`config.mk`:
```
export PLATFORM = sky130hd
export DESIGN_NAME = vx_reset_sequencer_flat
export DESIGN_NICKNAME = d
export VERILOG_FILES = /design/src/rtl/vx_reset_sequencer_pkg.sv /design/src/rtl/vx_reset_sequencer_if.sv /design/src/rtl/vx_reset_sequencer_sync.sv /design/src/rtl/vx_reset_sequencer.sv /design/src/flat_wrapper.sv
export SDC_FILE = /design/constraint.sdc
export NUM_CORES = 1
export LEC_CHECK = 0
export CORE_ASPECT_RATIO = 1.1
export CORE_MARGIN = 2
export CORE_UTILIZATION = 26
export DETAILED_ROUTE_END_ITERATION = 16
export GPL_TIMING_DRIVEN = 0
export PLACE_DENSITY = 0.41
export SLEW_MARGIN = 5
export SYNTH_ARGS = -nofsm -noshare
export SYNTH_HDL_FRONTEND = slang
export SYNTH_HIERARCHICAL = 1
export SYNTH_SLANG_ARGS = --single-unit
```
`constraint.sdc`:
```
create_clock -name clk -period 2.2 [get_ports clk]
set_input_delay 0.44 -clock clk [delete_from_list [all_inputs] [get_ports clk]]
set_output_delay 0.44 -clock clk [all_outputs]
set_load 0.02 [all_outputs]
```
`src/rtl/vx_reset_sequencer_pkg.sv`:
```
// Shared types and defaults for the cluster reset sequencer: FSM state encoding
// and the parameter defaults used by the top and its interface.
package vx_reset_sequencer_pkg;

  typedef enum logic [1:0] {
    ST_HOLD    = 2'd0,
    ST_RELEASE = 2'd1,
    ST_RUN     = 2'd2
  } seq_state_t;

  localparam int DEF_N           = 4;
  localparam int DEF_SYNC_STAGES = 2;
  localparam int DEF_HOLD_CYCLES = 16;
  localparam int DEF_STAGGER     = 4;

  function automatic int max_int(input int a, input int b);
    return (a > b) ? a : b;
  endfunction

endpackage

```
`src/rtl/vx_reset_sequencer_if.sv`:
```
// Sequencer-side signal bundle: soft-reset request in, per-domain resets, ready
// and the FSM state (for checkers) out.
interface vx_reset_sequencer_if
  import vx_reset_sequencer_pkg::*;
#(
  parameter int N = DEF_N
);

  // soft_req is a single-cycle level pulse, sampled on clk only while ready is high;
  // there is no ready/valid handshake, a request outside RUN is dropped.
  logic         soft_req;
  logic [N-1:0] reset_o;
  logic         ready;
  seq_state_t   dbg_state;

  modport master (
    output soft_req,
    input  reset_o,
    input  ready,
    input  dbg_state
  );

  modport slave (
    input  soft_req,
    output reset_o,
    output ready,
    output dbg_state
  );

endinterface

```
`src/rtl/vx_reset_sequencer_sync.sv`:
```
// Async-assert / sync-deassert chain: sync_rel drops immediately with resetn and
// rises SYNC_STAGES clk edges after resetn is released.
module vx_reset_sequencer_sync #(
  parameter int SYNC_STAGES = 2
) (
  input  logic clk,
  input  logic resetn,
  output logic sync_rel
);

  logic [SYNC_STAGES-1:0] chain_q;

  always_ff @(posedge clk or negedge resetn) begin
    if (!resetn) begin
      chain_q <= '0;
    end else begin
      chain_q <= {chain_q[SYNC_STAGES-2:0], 1'b1};
    end
  end

  assign sync_rel = chain_q[SYNC_STAGES-1];

endmodule

```
`src/rtl/vx_reset_sequencer.sv`:
```
// Cluster root reset: holds every domain in reset for HOLD_CYCLES after a
// synchronized release, then frees domains one by one every STAGGER cycles.
module vx_reset_sequencer
  import vx_reset_sequencer_pkg::*;
#(
  parameter int N           = DEF_N,
  parameter int SYNC_STAGES = DEF_SYNC_STAGES,
  parameter int HOLD_CYCLES = DEF_HOLD_CYCLES,
  parameter int STAGGER     = DEF_STAGGER
) (
  input  logic                  clk,
  input  logic                  resetn,
  vx_reset_sequencer_if.slave   rs
);

  localparam int CNT_W = $clog2(max_int(HOLD_CYCLES, STAGGER)) + 1;
  localparam int IDX_W = (N > 1) ? $clog2(N) : 1;

  localparam logic [CNT_W-1:0] HOLD_LAST = CNT_W'(HOLD_CYCLES - 1);
  localparam logic [CNT_W-1:0] STAG_LAST = CNT_W'(STAGGER - 1);
  localparam logic [IDX_W-1:0] IDX_LAST  = IDX_W'(N - 1);

  logic sync_rel;

  seq_state_t       state_q, state_d;
  logic [CNT_W-1:0] cnt_q, cnt_d;
  logic [IDX_W-1:0] idx_q, idx_d;
  logic             done_q, done_d;
  logic [N-1:0]     reset_q, reset_d;
  logic             ready_q, ready_d;

  vx_reset_sequencer_sync #(
    .SYNC_STAGES (SYNC_STAGES)
  ) u_sync (
    .clk      (clk),
    .resetn   (resetn),
    .sync_rel (sync_rel)
  );

  always_ff @(posedge clk or negedge resetn) begin
    if (!resetn) begin
      state_q <= ST_HOLD;
      cnt_q   <= '0;
      idx_q   <= '0;
      done_q  <= 1'b0;
      reset_q <= '1;
      ready_q <= 1'b0;
    end else begin
      state_q <= state_d;
      cnt_q   <= cnt_d;
      idx_q   <= idx_d;
      done_q  <= done_d;
      reset_q <= reset_d;
      ready_q <= ready_d;
    end
  end

  always_comb begin
    state_d = state_q;
    cnt_d   = cnt_q;
    idx_d   = idx_q;
    done_d  = done_q;
    reset_d = reset_q;
    ready_d = ready_q;

    case (state_q)
      ST_HOLD: begin
        if (sync_rel) begin
          if (cnt_q == HOLD_LAST) begin
            state_d = ST_RELEASE;
            cnt_d   = '0;
            idx_d   = '0;
            done_d  = 1'b0;
          end else begin
            cnt_d = cnt_q + CNT_W'(1);
          end
        end
      end

      ST_RELEASE: begin
        // done_q marks the trailing stagger slot after the last domain's wrap;
        // ready (and RUN) arrive one full STAGGER after the last release.
        if (done_q) begin
          state_d = ST_RUN;
          ready_d = 1'b1;
          cnt_d   = '0;
          done_d  = 1'b0;
        end else begin
          if (cnt_q == '0) begin
            for (int i = 0; i < N; i++) begin
              if (idx_q == IDX_W'(i)) reset_d[i] = 1'b0;
            end
          end
          if (cnt_q == STAG_LAST) begin
            cnt_d = '0;
            if (idx_q == IDX_LAST) done_d = 1'b1;
            else                   idx_d  = idx_q + IDX_W'(1);
          end else begin
            cnt_d = cnt_q + CNT_W'(1);
          end
        end
      end

      ST_RUN: begin
        // Soft reset reuses HOLD; the synchronizer stays released so counting starts at once.
        if (rs.soft_req) begin
          state_d = ST_HOLD;
          cnt_d   = '0;
          idx_d   = '0;
          done_d  = 1'b0;
          reset_d = '1;
          ready_d = 1'b0;
        end
      end

      default: begin
        state_d = ST_HOLD;
        cnt_d   = '0;
        idx_d   = '0;
        done_d  = 1'b0;
        reset_d = '1;
        ready_d = 1'b0;
      end
    endcase
  end

  assign rs.reset_o   = reset_q;
  assign rs.ready     = ready_q;
  assign rs.dbg_state = state_q;

endmodule

```
`src/flat_wrapper.sv`:
```
// flat-port wrapper written by rule: the top's interface ports become plain ports
module vx_reset_sequencer_flat import vx_reset_sequencer_pkg::*;
#(
  parameter int N           = DEF_N,
  parameter int SYNC_STAGES = DEF_SYNC_STAGES,
  parameter int HOLD_CYCLES = DEF_HOLD_CYCLES,
  parameter int STAGGER     = DEF_STAGGER
)
  (clk, resetn, rs_soft_req, rs_reset_o, rs_ready, rs_dbg_state);
  vx_reset_sequencer_if #(.N(N)) rs_i ();
  input  logic clk;
  input  logic resetn;
  input wire logic [$bits(rs_i.soft_req)-1:0] rs_soft_req;
  output wire logic [$bits(rs_i.reset_o)-1:0] rs_reset_o;
  output wire logic [$bits(rs_i.ready)-1:0] rs_ready;
  output wire logic [$bits(rs_i.dbg_state)-1:0] rs_dbg_state;
  assign rs_i.soft_req = rs_soft_req;
  assign rs_reset_o = rs_i.reset_o;
  assign rs_ready = rs_i.ready;
  assign rs_dbg_state = rs_i.dbg_state;
  vx_reset_sequencer #(.N(N), .SYNC_STAGES(SYNC_STAGES), .HOLD_CYCLES(HOLD_CYCLES), .STAGGER(STAGGER)) u_core (.clk(clk), .resetn(resetn), .rs(rs_i));
endmodule
```
==> results.yml <==
outcome:
  run_status: "completed"
floorplan:
  fp-row-count: 23
  core_area_um2: 3570
  design.die.area_um2: 4160
  top_level_i_o_count: 10
  die_height_um: 67.5
  dieWidth_um: 61.7
  floorplan.initialDensity: 0.267
setup_path:
  cp_data_arrival_time_ns: 2.18
  critPathMaxFanout: 6
  setup.worst_path.end_class: "flip-flop"
  timing.critical_path.from_type: "flip-flop"
  crit_required_ns: 2.34
  path_class: "flip-flop to flip-flop"
power:
  p_leak_nw: 0.482
  power_spent_charging_and_discharging_nets_uw: 463
  power-per-cell-area_nw_per_um2: 1040
  comb_power_share: 0.419
  internal-power_uw: 727
  seqPwrFrac: 0.387
  power.share.switching: 0.389
  clkPwrFrac: 0.194
  vdd_drop_max_mv: 0.301
yosys:
  post_synth_fa_ha_maj_area_fraction: 0.105
  synth_compound_area_frac: 0.167
  synth_nets: 111
  synth_top_family_by_area: "simple AND/OR/NAND/NOR gates"
  postSynthAreaPerCell_um2: 9.52
  yosys.area_share.simple: 0.217
  synthCells: 100
  ys_types: 30
  synth_warnings: 6
  synth_sequential_area_ratio: 0.452
  synth_seq_cells: 17
  synth.mux.area_fraction: 0
  yosys.area_share.xor_xnor: 0
  cell_area_after_synthesis_um2: 952
clocking:
  clk_transition_reported_paths_ns: 0.06
  postCtsSetupBuffers: 0
  tritoncts: "yes"
  ctsRootBufferMaster: "clkbuf_8"
  cts_resized: 0
  clock_insertion_delay_worst_skew_ns: 0.25
  cts_num_sinks: 17
  cts_hold_buffers: 0
  htreeDepth: 1
  clock_path_buffers: 2
  number_of_buffers_added_by_the_clock_tree_synthesis_step: 3
global_routing:
  first_global_vias: 811
  number_of_antenna_violations_at_the_first_check_in_global_routing: 0
  groute.layer.met2.usage: 0.189
  grt_max_degree: 18
  wire_length_of_the_first_global_routing_pass_um: 3840
  grt_use_total: 0.125
  busiest_layer: "met2"
  grt.met3_usage: 0.0230
  grt.overflow.total: 0
  use_met1: 0.175
placement:
  place_congestion: 0.805
  portBuffers: 8
  hpwlAfterDp_um: 1530
  placed_instance_count: 158
final_layout:
  finalNetCount: 124
  diodes: 0
  layout.cells.most_common: "dfrtp_1"
  syn2layout_area_growth_pct: 19.7
  fin_cells: 162
  layout-drive-gt1-share: 0.0893
  mostFrequentLayoutCells: "dfrtp_1 (13), clkdlybuf4s50_1 (8), nor2_1 (8), a21oi_1 (8), ha_1 (8)"
route:
  wl_um: 2060
  detailroute.via_count: 762
  first_pass_iteration_count_of_the_detailed_router: 4
  route.detailed.wl_per_inst_um: 12.7
  drt_drc_violations_left: 0
  ant_nets: 0
  drt-vias-per-instance: 4.70
  drt_iter0_markers: 40
sta:
  worst_slew_pin_slew_ns: 0.837
  slew_headroom: 0.434
  clock_skew_ns: 0.00307
  layout_worst_path_cycle_share: 0.928
  final-hold-violation-count: 0
  final_max_slew_viol_count: 0
  finalSetupViolCount: 0
  fin_crit_ns: 2.04
  fin_tns_setup_ns: 0
  maxClockFrequency_ghz: 0.490
  grt_setup_unrepaired: "no"
flow_run:
  timing.max_cap.violations: 0
worst_hold_path:
  hold_class: "flip-flop to flip-flop"
==> final cells by class <==
| class | instances | area, µm² |
|---|---|---|
| Sequential cell | 17 | 430 |
| Buffer | 5 | 26.3 |
| Fill cell | 394 | 2430 |
| Clock buffer | 4 | 45.0 |
| Inverter | 7 | 26.3 |
| Multi-Input combinational cell | 71 | 469 |
| Timing Repair Buffer | 8 | 80.1 |
| Tap cell | 50 | 62.6 |
==> critical path, stage by stage, from the launching register on <==
cell,delay (ns)
dfrtp_1,0.44
ha_1,0.27
or4b_4,0.51
or3_1,0.32
a21o_1,0.20
a32o_1,0.20
==> layer usage <==
metal  routed length (µm)  share of wire
met1                  976           0.47
met2                 1000           0.49
met3                   55          0.027
met5                    0              0
met4                   23          0.011
==> worst paths after layout <==
kind                                       endpoint  slack [ns]                     start  depth (start not counted)
hold reg to reg            u_core/u_sync/chain_q[1]        0.35  u_core/u_sync/chain_q[0]                          0
setup / recovery                    u_core/idx_q[1]        0.16           u_core/cnt_q[0]                          5
setup reg to reg                    u_core/idx_q[1]        0.16           u_core/cnt_q[0]                          5
hold / removal             u_core/u_sync/chain_q[1]        0.35  u_core/u_sync/chain_q[0]                          0
max in group asynchronous           u_core/cnt_q[2]        1.04                    resetn                          1
min in group asynchronous           u_core/cnt_q[0]        0.65                    resetn                          1
==> power groups by stage <==
stage	registers, mW	logic [mW]	clock network, mW
floorplan	0.459	0.371	0
detailed placement	0.468	0.501	0
CTS	0.463	0.505	0.244
finish	0.461	0.498	0.231
global route	0.478	0.580	0.254
global placement	0.468	0.490	0
==> metrics by stage <==
stage / hold slack, ns / power [mW] / instance area [µm²] / util / worst slack [ns]
2_1_floorplan: 0.144 / 0.829 / 952 / - / 0.315
3_3_place_gp: 0.334 / 0.957 / 1090 / 0.307 / 0.178
3_5_place_dp: 0.341 / 0.969 / 1090 / 0.307 / 0.167
4_1_cts: 0.357 / 1.21 / 1140 / 0.319 / 0.145
5_1_grt: 0.380 / 1.31 / 1140 / 0.319 / 0.0462
6_report: 0.353 / 1.19 / 1140 / 0.319 / 0.158
==> cells in the mapped netlist <==
| cell type | instances | share of area |
|---|---|---|
| o21ai_0 | 4 | 0.021 |
| a21o_1 | 2 | 0.016 |
| dfrtp_1 | 13 | 0.34 |
| nor2b_1 | 4 | 0.026 |
| or4b_4 | 1 | 0.014 |
| a211o_1 | 1 | 0.0092 |
| dfstp_2 | 4 | 0.11 |
| clkbuf_1 | 4 | 0.016 |
| a31oi_1 | 2 | 0.013 |
| nand2b_1 | 2 | 0.013 |
| ha_1 | 8 | 0.11 |
| nand4b_1 | 1 | 0.0092 |
| nor4b_1 | 2 | 0.018 |
| a41oi_1 | 1 | 0.0092 |
| a221oi_1 | 1 | 0.0092 |
| or3_1 | 1 | 0.0066 |
| and3_1 | 1 | 0.0066 |
| a21oi_1 | 8 | 0.042 |
| o22ai_1 | 1 | 0.0066 |
| a22o_2 | 1 | 0.011 |
| nor2_1 | 8 | 0.032 |
| nor3b_1 | 1 | 0.0079 |
| nor3_1 | 6 | 0.032 |
| buf_6 | 1 | 0.012 |
| a32oi_1 | 1 | 0.0092 |
| nand2_1 | 5 | 0.020 |
| conb_1 | 1 | 0.0039 |
| inv_1 | 7 | 0.028 |
| a32o_1 | 2 | 0.021 |
| nand3_1 | 6 | 0.032 |
==> kinds of logic (layout without fill, tap and decap cells) <==
kind of cell | after synthesis | after routing
other cells | 1 | 1
compound gates | 24 | 24
fa+ha+maj | 8 | 8
buf+inv | 12 | 24
simple gates | 38 | 38
flops | 17 | 17
==> registers in the layout, summed over array words and instances, names as in the netlist <==
register and cells:
u_core/cnt_q 5, u_core/rs.reset_o 4, u_core/idx_q 2, u_core/rs.dbg_state 2
u_core/u_sync/chain_q 2, u_core/done_q 1, u_core/rs.ready 1
Note: power is estimated with default switching activity, not from simulation.
